==> src/rtl/fwft_fifo_unpacker.sv <==
// Drains a first-word-fall-through FIFO and replays each wide word as RATIO narrow
// beats, LSB slice first, with optional m_last framing every PKT_LEN beats.
module fwft_fifo_unpacker #(
   parameter int IN_WIDTH = 32,
   parameter int RATIO    = 4,
   parameter int PKT_LEN  = 16
) (
   input  logic                      clk,
   input  logic                      rst,
   input  logic [IN_WIDTH-1:0]       fifo_rdata,
   input  logic                      fifo_rdata_vld,
   output logic                      fifo_rden,
   output logic [IN_WIDTH/RATIO-1:0] m_data,
   output logic                      m_valid,
   input  logic                      m_ready,
   output logic                      m_last,
   output logic [31:0]               pkt_count
);

   localparam int OUT_WIDTH = IN_WIDTH / RATIO;
   localparam int IDX_W     = (RATIO > 1) ? $clog2(RATIO) : 1;

   logic [IN_WIDTH-1:0] hreg_q, hreg_d;
   logic                hold_vld_q, hold_vld_d;
   logic [IDX_W-1:0]    idx_q, idx_d;
   logic [31:0]         pkt_count_q, pkt_count_d;
   logic                acc, lastsl, rden;

   assign acc    = hold_vld_q & m_ready;
   assign lastsl = (idx_q == IDX_W'(RATIO - 1));
   // Popping in the same cycle as the last slice is accepted keeps the stream gapless.
   assign rden   = fifo_rdata_vld & ~rst & (~hold_vld_q | (acc & lastsl));

   always_comb begin
      hreg_d     = hreg_q;
      hold_vld_d = hold_vld_q;
      idx_d      = idx_q;
      if (rden) begin
         hreg_d     = fifo_rdata;
         hold_vld_d = 1'b1;
         idx_d      = '0;
      end else if (acc) begin
         if (lastsl) begin
            hold_vld_d = 1'b0;
            idx_d      = '0;
         end else begin
            idx_d = idx_q + IDX_W'(1);
         end
      end
   end

   always_comb begin
      pkt_count_d = pkt_count_q;
      if (acc & m_last) pkt_count_d = pkt_count_q + 32'd1;
   end

   always_ff @(posedge clk) begin
      hreg_q <= hreg_d;
   end

   always_ff @(posedge clk) begin
      if (rst) begin
         hold_vld_q  <= 1'b0;
         idx_q       <= '0;
         pkt_count_q <= '0;
      end else begin
         hold_vld_q  <= hold_vld_d;
         idx_q       <= idx_d;
         pkt_count_q <= pkt_count_d;
      end
   end

   // Packet framing runs on accepted beats only, independent of word boundaries.
   generate
      if (PKT_LEN > 0) begin : g_frame
         localparam int BC_W = (PKT_LEN > 1) ? $clog2(PKT_LEN) : 1;
         logic [BC_W-1:0] bcnt_q, bcnt_d;
         logic            bcnt_wrap;

         assign bcnt_wrap = (bcnt_q == BC_W'(PKT_LEN - 1));
         assign m_last    = hold_vld_q & bcnt_wrap;

         always_comb begin
            bcnt_d = bcnt_q;
            if (acc) bcnt_d = bcnt_wrap ? '0 : bcnt_q + BC_W'(1);
         end

         always_ff @(posedge clk) begin
            if (rst) bcnt_q <= '0;
            else     bcnt_q <= bcnt_d;
         end
      end else begin : g_noframe
         assign m_last = 1'b0;
      end
   endgenerate

   assign fifo_rden = rden;
   assign m_valid   = hold_vld_q;
   assign m_data    = hreg_q[idx_q*OUT_WIDTH +: OUT_WIDTH];
   assign pkt_count = pkt_count_q;

endmodule
==> config.mk <==
export PLATFORM = sky130hd
export DESIGN_NAME = fwft_fifo_unpacker
export DESIGN_NICKNAME = d
export VERILOG_FILES = /design/src/rtl/fwft_fifo_unpacker.sv
export SDC_FILE = /design/constraint.sdc
export NUM_CORES = 1
export LEC_CHECK = 0
export ABC_AREA = 1
export BUFFER_PORTS_ARGS = -buffer_cell sky130_fd_sc_hd__buf_2
export CAP_MARGIN = 25
export CORE_MARGIN = 2
export CORE_UTILIZATION = 35
export DETAILED_ROUTE_END_ITERATION = 10
export MAX_ROUTING_LAYER = met4
export PLACE_DENSITY = 0.67
export SYNTH_ARGS = -nofsm -noshare
export SYNTH_HDL_FRONTEND = slang
export SYNTH_SLANG_ARGS = --single-unit
==> constraint.sdc <==
create_clock -name clk -period 2.52 [get_ports clk]
set_input_delay 0.126 -clock clk [delete_from_list [all_inputs] [get_ports clk]]
set_output_delay 0.126 -clock clk [all_outputs]
set_load 0.05 [all_outputs]
==> Word level (Yosys, flattened, before mapping) <==
Index checks and enable logic that the tools add are counted.
W data, S select, Z words.
{ "classes": {"n_addsub": 3, "eq_ne": 2, "shift": 1, "n_mux": 5, "bitwise_logic": 9, "n_reduce_logical": 4} }
{ "ops": {"columns": ["cell", "count"], "rows": [
  ["$add A32 B1 Y32 const B", 1],
  ["$shiftx A32 B6 Y8", 1],
  ["$and A1 B1 Y1", 6],
  ["$add A4 B1 Y4 const B", 1],
  ["$eq A4 B4 Y1 const B", 1],
  ["$mux W4", 1],
  ["$reduce_bool A2 Y1", 2],
  ["$mux W1", 3],
  ["$add A2 B1 Y2 const B", 1],
  ["$eq A2 B2 Y1 const B", 1],
  ["$mux W2", 1],
  ["$not A1 Y1", 2],
  ["$reduce_and A2 Y1", 1],
  ["$reduce_or A2 Y1", 1],
  ["$or A1 B1 Y1", 1]
]} }
{ "word_totals": {"ff_bits": 71, "inputBits": 36, "elab_cells": 29} }

==> Logic depth before layout (Yosys ltp) <==
Gate-level depths: netlist (run 1).
{ "depth": {"depth_word": 6, "depth_mapped": 9, "ltp_nobuf": 9} }

==> Worst setup path before layout (run 1) <==
Ideal clock, no wire load.
{ "synth_timing": {"kind": "reg2reg", "startpoint": "register hold_vld_q, in the netlist m_valid", "endpoint": "register hreg_q[0] (enable)", "arrival_time_ps": 2748, "t_required_ps": 2069, "slack_ps": -679, "stages_incl_launch_ff": 6, "n_path_buf": 0, "synth_period_minus_slack_ps": 3199, "path_cell_list": "dfxtp_1 > inv_1 > a21oi_1 > inv_1 > nand2_1 > nor2_1"} }
{ "synth_between": {"elab_chain_len": 4, "word_cells_on_any_way": 5, "cone_classes": "bitwise: 5"} }
{ "synth_rtl": {"columns": ["item", "line", "text"], "rows": [
  ["from (decl)", "24", "logic hold_vld_q, hold_vld_d;"],
  ["from (signal assigned)", "67", "hold_vld_q <= hold_vld_d;"],
  ["$and A1 B1 Y1", "29", "assign acc = hold_vld_q & m_ready;"],
  ["$and A1 B1 Y1", "32", "assign rden = fifo_rdata_vld & ~rst & (~hold_vld_q | (acc & lastsl));"],
  ["$or A1 B1 Y1 *", "32", null],
  ["$and A1 B1 Y1 *", "32", null],
  ["named net fifo_rden", "12", "output logic fifo_rden,"],
  ["to (signal assigned)", "58", "hreg_q <= hreg_d;"],
  ["to (decl)", "23", "logic [IN_WIDTH-1:0] hreg_q, hreg_d;"]
]} }
The timed path passes the listed nets; every way through them passes the cells marked *.
A chain may end at the register's enable or synchronous reset.

==> Worst setup path after layout (run 1) <==
{ "layout_timing": {"startpoint": "register idx_q[1]", "endpoint": "output fifo_rden"} }
{ "layout_between": {"elab_chain_len": 4} }
{ "layout_rtl": {"columns": ["item", "line", "text"], "rows": [
  ["from (decl)", "25", "logic [IDX_W-1:0] idx_q, idx_d;"],
  ["from (signal assigned)", "68", "idx_q <= idx_d;"],
  ["$eq A2 B2 Y1", "30", "assign lastsl = (idx_q == IDX_W'(RATIO - 1));"],
  ["$and A1 B1 Y1", "32", null],
  ["$or A1 B1 Y1", "32", null],
  ["$and A1 B1 Y1", "32", null],
  ["to (decl)", "12", null]
]} }
No other way between the ends.

==> impl_results.md, run 1 <==
- Gate power share: 0.086
- Max Fclk: 471 MHz
- CTS Sinks: 71
- CP required: 2390 ps
- Bufs and invs on worst path: 3
- Crit path capture type: output port
- Via density: 4.69
- Hold Violations, Final: 0
- Final WS setup: 396 ps
- Power density over cell area: 510 nW/um2
- Slowest CP cell: dfxtp_1
- Clk Latency, worst-skew pair: 350 ps
- PortBufs: 78
- Worst Hold Class: input pin to register
- Worst-Margin Slew: 450 ps
- Endpoints failing setup: 0
- Drt pass-1 iters: 4
- Std-Cell Rows: 35
- Area used by multi-input combinational logic: 1460 um2
- Syn_nets: 460
- Mapped Avg Cell Area: 8.05 um2
- Antenna Cells: 0
- Vias in the first global route: 3,115
- DR WL/cell: 13.3 um
- Num CTS Buffers: 9
- Pre-CTS setup slack: 763 ps
- Fillers: 918
- Sequential cell area: 1740 um2
- All-Layer GR Usage: 0.190
- Flops & latches, synth: 71
- Worst-path fanout max: 33
- Post-CTS setup buffer count: 0
- Tmin final: 2120 ps
- Htree depth: 3
- Largest net degree at the start of global routing: 34
- Warnings from Yosys: 0
- Slowest Stage Delay on Critical Path: 520 ps
- Cell-by-cell trace of the critical path: ha_1, a21oi_1, inv_1, nand2_1, nor2_2, buf_12, buf_2
- Syn-to-layout area delta: 31.2%
- Slew Limit Headroom: 0.698
- Net Sw Frac: 0.251
- Die Ht: 102 um
- First-pass GRT wire length: 14.7 mm
- Routability Congestion: 0.879
- Antenna violations before repair: 0
- HPWL after detailed placement: 6.11 mm
- Slew Limit Fails: 0
- Status: complete, no violations
- Top FF cell, synth: dfxtp_1
- Die footprint: 10,500 um2
- Maximum vdd ir drop: 0.297 mV
- Via count: 3,155
- Internal Power: 0.00170 W
- Register area share after synthesis: 0.514
- Starting Density: 0.363
- Clock transition at the registers of the reported paths: 80 ps
- Final period util: 0.843
- Initial DRC count: 144
- Share of flip-flops with an asynchronous set or reset: 0
- Gr ovfl total: 0
- Clock power frac: 0.367
- Leakage: 1.89 nW
- Max Clock Skew: 9.56 ps
- Setup TNS: 0 ps
- CTS tree: done
- Core ar.: 9330 um2
- Post-Syn Area: 3390 um2
- Crit path launch type: register
- Ports: 79
- Cell variety after synth: 31
- Number of flops mapped to enable cells by yosys: 32
- RSZ-0062 raised after global routing: false
- Cell chosen for the clock root: clkbuf_8
- Maximum clock path buffer count: 2
- WL final: 8.94 mm
- Crit Path Class: register to output port
- Number of remaining DRC errors: 0
- CTS resizes: 0
- Critical path's top delay family: buffers and inverters
- Sequential power share: 0.547
- Synth Instances: 421
- Post-DRT Antenna Nets: 0
- Overall die width: 102 um
- Crit path DAT: 2000 ps
- Share of cells above drive strength 1: 0.234
- NetSw: 0.000569 W
- MaxCap Viol Count: 0
- Final nets: 577
-- routing by layer --
metal / track usage / up-vias / wire length (um) / share of wire
li1: - / 1608 / - / -
met1: 0.208 / 1419 / 3710 / 0.42
met2: 0.317 / 107 / 4350 / 0.49
met3: 0.0725 / 21 / 691 / 0.077
met4: 0.0656 / 0 / 181 / 0.020
met5: - / - / 0 / 0
-- final timing paths --
check                           cells past startpoint  slack, ps            end         startpoint
worst min-delay path                                3        100        m_valid     fifo_rdata_vld
worst max-delay path                                7        400      fifo_rden           idx_q[1]
worst max register to register                      8        720  pkt_count[24]  g_frame.bcnt_q[0]
worst min register to register                      1        520   pkt_count[0]       pkt_count[0]
-- worst min-delay path, stage by stage --
cell and delay (ps):
buf_2 100, nand2_1 100, a21oi_1 70
-- power by group through the flow --
stage | Sequential, W | Combinational (W) | Clock [W]
2_1_floorplan | 0.00127 | 0.0000887 | 0
5_1_grt | 0.00124 | 0.000211 | 0.000902
6_report | 0.00124 | 0.000196 | 0.000832
3_3_place_gp | 0.00127 | 0.000148 | 0
3_5_place_dp | 0.00127 | 0.000151 | 0
4_1_cts | 0.00124 | 0.000191 | 0.000856
-- cells in the mapped netlist (2+ instances only) --
cell      count  area [um2]
a21oi_1      19        95.1
buf_2         4        20.0
clkbuf_1      3        11.3
dfxtp_1      39         781
edfxtp_1     32         961
ha_1          3        37.5
inv_1        37         139
nand2_1      83         312
nand2_2       6        37.5
nand2_4       2        22.5
nand3_1      32         160
nand3b_2      2        22.5
nand4_1       2        12.5
nor2_1       96         360
nor2_2        7        43.8
nor2_4        5        56.3
nor2_8        2        40.0
nor3_1        3        15.0
o21a_1        2        15.0
o21ai_0      22         110
o22ai_1       8        50.1
xor2_1        3        26.3
-- layout make-up --
class	count	share of cell area
clock buffer	10	0.0310
clock inverter	6	0.0101
inverter	40	0.0343
multi-input combinational	302	0.327
sequential	71	0.392
tap	129	0.0363
timing repair buffer	114	0.169
-- cell families (layout without fill, tap and decap cells) --
kind of cell / count (synthesis) / in the layout / synth area share
xor+xnor: 3 / 3 / 0.00775
flops: 71 / 71 / 0.514
fa+ha+maj: 3 / 3 / 0.0111
compound gates: 51 / 51 / 0.0797
simple gates: 245 / 245 / 0.330
buf+inv: 48 / 170 / 0.0576
-- sequential cells by signal, indices dropped and copies added, names as in the netlist --
| register | cells |
|---|---|
| hreg_q | 32 |
| g_frame.bcnt_q | 4 |
| pkt_count | 32 |
| idx_q | 2 |
| m_valid | 1 |
-- repair_timing --
action | 4_1_cts | 5_1_grt
endpoints found under the hold margin | 32 | 0
setup endpoints to repair | 0 | 0
hold buffers | 32 | 0
-- cell usage in the layout (no fill, tap or decap), types with 2 or more instances in the layout --
master,count
a21oi_1,19
nand2_4,2
buf_4,3
clkbuf_8,10
ha_1,3
nor2_2,8
nand2_2,6
nand3b_2,2
edfxtp_1,32
xor2_1,3
nand2_1,83
nor2_1,95
o21a_1,2
o22ai_1,8
buf_2,78
inv_1,37
nand4_1,2
dfxtp_1,39
dlygate4sd3_1,32
nor2_8,2
clkinvlp_4,3
nor3_1,3
nand3_1,32
nor2_4,5
o21ai_0,22
-- metrics by stage --
| stage | utilization | instances | total power (W) | cell area, um2 | hold WS, ps |
|---|---|---|---|---|---|
| after floorplan | - | 421 | 0.00136 | 3390 | 225 |
| after global placement | 0.423 | 624 | 0.00141 | 3940 | 303 |
| after detailed placement | 0.423 | 624 | 0.00142 | 3940 | 305 |
| after CTS | 0.477 | 672 | 0.00229 | 4450 | 86.3 |
| after global routing | 0.477 | 672 | 0.00236 | 4450 | 99.5 |
| final | 0.477 | 672 | 0.00227 | 4450 | 100 |
Power figures use the tool's default switching activity.
==> run 2: changes to the inputs <==
--- a/config.mk
+++ b/config.mk
@@ -12,7 +12,7 @@
 export CORE_UTILIZATION = 35
 export DETAILED_ROUTE_END_ITERATION = 10
 export MAX_ROUTING_LAYER = met4
-export PLACE_DENSITY = 0.67
+export PLACE_DENSITY = 0.65
 export SYNTH_ARGS = -nofsm -noshare
 export SYNTH_HDL_FRONTEND = slang
 export SYNTH_SLANG_ARGS = --single-unit
==> constraint.sdc (replaced) <==
create_clock -name clk -period 2 [get_ports clk]
set_input_delay 0.1 -clock clk [delete_from_list [all_inputs] [get_ports clk]]
set_output_delay 0.1 -clock clk [all_outputs]
set_load 0.05 [all_outputs]
==> impl_results.md, run 2 (synthesized netlist as in run 1, its figures left out) <==
- Dpl cell area: 3950 um2
- Clk Latency, worst-skew pair: 350 ps
- Initial DRC count: 167
- Worst-path fanout max: 23
- Crit path DAT: 1780 ps
- Slew Limit Headroom: 0.679
- Core ar.: 9330 um2
- Drt pass-1 iters: 5
- Worst Hold Class: input pin to register
- Highest metal used: met4
- Number of remaining DRC errors: 0
- Met2 wire len: 4.40 mm
- DR WL/cell: 13.2 um
- Tmin final: 1880 ps
- Gr ovfl total: 0
- CTS tree: done
- Final period util: 0.941
- Die footprint: 10,500 um2
- Antenna Cells: 0
- Std-Cell Rows: 35
- Htree depth: 3
- Post-DRT Antenna Nets: 0
- Cell chosen for the clock root: clkbuf_8
- Die Ht: 102 um
- Slowest Stage Delay on Critical Path: 410 ps
- Status: complete, no violations
- Endpoints failing setup: 0
- Hold_sp: m_ready
- Hold Violations, Final: 0
- Crit path capture type: output port
- Crit Path Class: register to output port
- Reg2reg setup slack: 260 ps
- Syn-to-layout area delta: 31.8%
- CP required: 1900 ps
- Power Total: 0.00293 W
- Ports: 79
- MaxCap Viol Count: 0
- Most frequent cells in the layout: 95 x nor2_1, 83 x nand2_1, 77 x buf_2
- FF-to-FF End: pkt_count[23]
- WL final: 8.87 mm
- CTS Sinks: 71
- Antenna violations before repair: 0
- Share of cells above drive strength 1: 0.238
- Critical path's top delay family: buffers and inverters
- Vias in the first global route: 3,034
- Bufs and invs on worst path: 3
- Via count: 3,161
- Max Fclk: 531 MHz
- Routability Congestion: 0.857
- Slowest CP cell: dfxtp_4
- Sequential power share: 0.533
- NetSw: 0.000798 W
- Post-route design area: 4470 um2
- Hold Path End: m_valid
- Final Util: 0.479
- Leakage: 1.90 nW
- Net Sw Frac: 0.272
- Clock transition at the registers of the reported paths: 80 ps
- Slew Limit Fails: 0
- Internal Power: 0.00213 W
- Num CTS Buffers: 9
- Worst-Margin Slew: 482 ps
- Maximum vdd ir drop: 0.316 mV
- First-pass GRT wire length: 14.3 mm
- Final non-filler cell total: 672
- All-Layer GR Usage: 0.183
- PortBufs: 78
- Overall die width: 102 um
- Setup TNS: 0 ps
- Hold Path Depth: 4
- DRT met1 WL: 3.92 mm
- Power density over cell area: 657 nW/um2
- Largest net degree at the start of global routing: 24
- RSZ-0062 raised after global routing: false
- Cell-by-cell trace of the critical path: ha_1, a21oi_1, inv_1, nand2_1, nor2_4, buf_12, clkbuf_4
- Max Clock Skew: 16.8 ps
- R2R cell count: 8
- Most common cell after layout, fill and taps aside: nor2_1
- Clock power frac: 0.384
- Met3 WL: 473 um
- Maximum clock path buffer count: 2
- Dpl cells: 624
- Via density: 4.70
- Final nets: 577
- Gate power share: 0.083
- Levels on crit path: 7
- Crit path launch type: register
- HPWL after detailed placement: 6.25 mm
- R2r startpoint: g_frame.bcnt_q[0]
- Starting Density: 0.363
run 2: changes by cell type in the layout (fill, tap and decap cells not counted), sizes merged:
cell / before / now
clkinvlp: 3 / 2
clkinv: 3 / 1
buf: 82 / 81
inv: 40 / 44
run 2: stage by stage:
step                setup slack [ps]  hold slack, ps
floorplan                       78.3             199
global placement                 351             278
detailed placement               261             278
CTS                             68.1            96.6
global route                    19.6             110
finish                           118             111
run 2: layout make-up:
type / count / area (um2)
Inverter: 40 / 153
Multi-Input combinational cell: 302 / 1460
Timing Repair Buffer: 114 / 756
Clock buffer: 9 / 124
Clock inverter: 7 / 63.8
Tap cell: 129 / 161
Fill cell: 897 / 4860
Sequential cell: 71 / 1750
run 2: worst max path at each step:
stage,startpoint,to,slack (ps)
2_1_floorplan,m_valid,hreg_q[0],80
3_3_place_gp,g_frame.bcnt_q[0],pkt_count[24],350
3_5_place_dp,g_frame.bcnt_q[0],pkt_count[24],260
4_1_cts,idx_q[1],fifo_rden,70
5_1_grt,idx_q[1],fifo_rden,20
6_report,idx_q[1],fifo_rden,120
run 2: worst min-delay path, stage by stage:
cell and delay [ps]:
buf_2 100, a21oi_1 70, inv_1 60, a21oi_1 70
run 2: what timing repair did:
item / 4_1_cts / 5_1_grt
hold endpoints to repair: 32 / 0
setup buffers: 0 / 0
gates resized for setup: 2 / 3
hold buffers: 32 / 0
endpoints found under the setup margin: 1 / 1
run 2: per-layer routing:
layer | global-route usage | up-vias
li1 | - | 1606
met1 | 0.220 | 1450
met2 | 0.316 | 99
met3 | 0.0410 | 6
met4 | 0.0390 | 0
met5 | - | -
run 2: power by group through the flow:
stage	combinational [W]	sequential, W	clock [W]
floorplan	0.000113	0.00160	0
global placement	0.000189	0.00160	0
detailed placement	0.000193	0.00160	0
CTS	0.000242	0.00156	0.00113
global route	0.000263	0.00157	0.00120
finish	0.000244	0.00156	0.00113
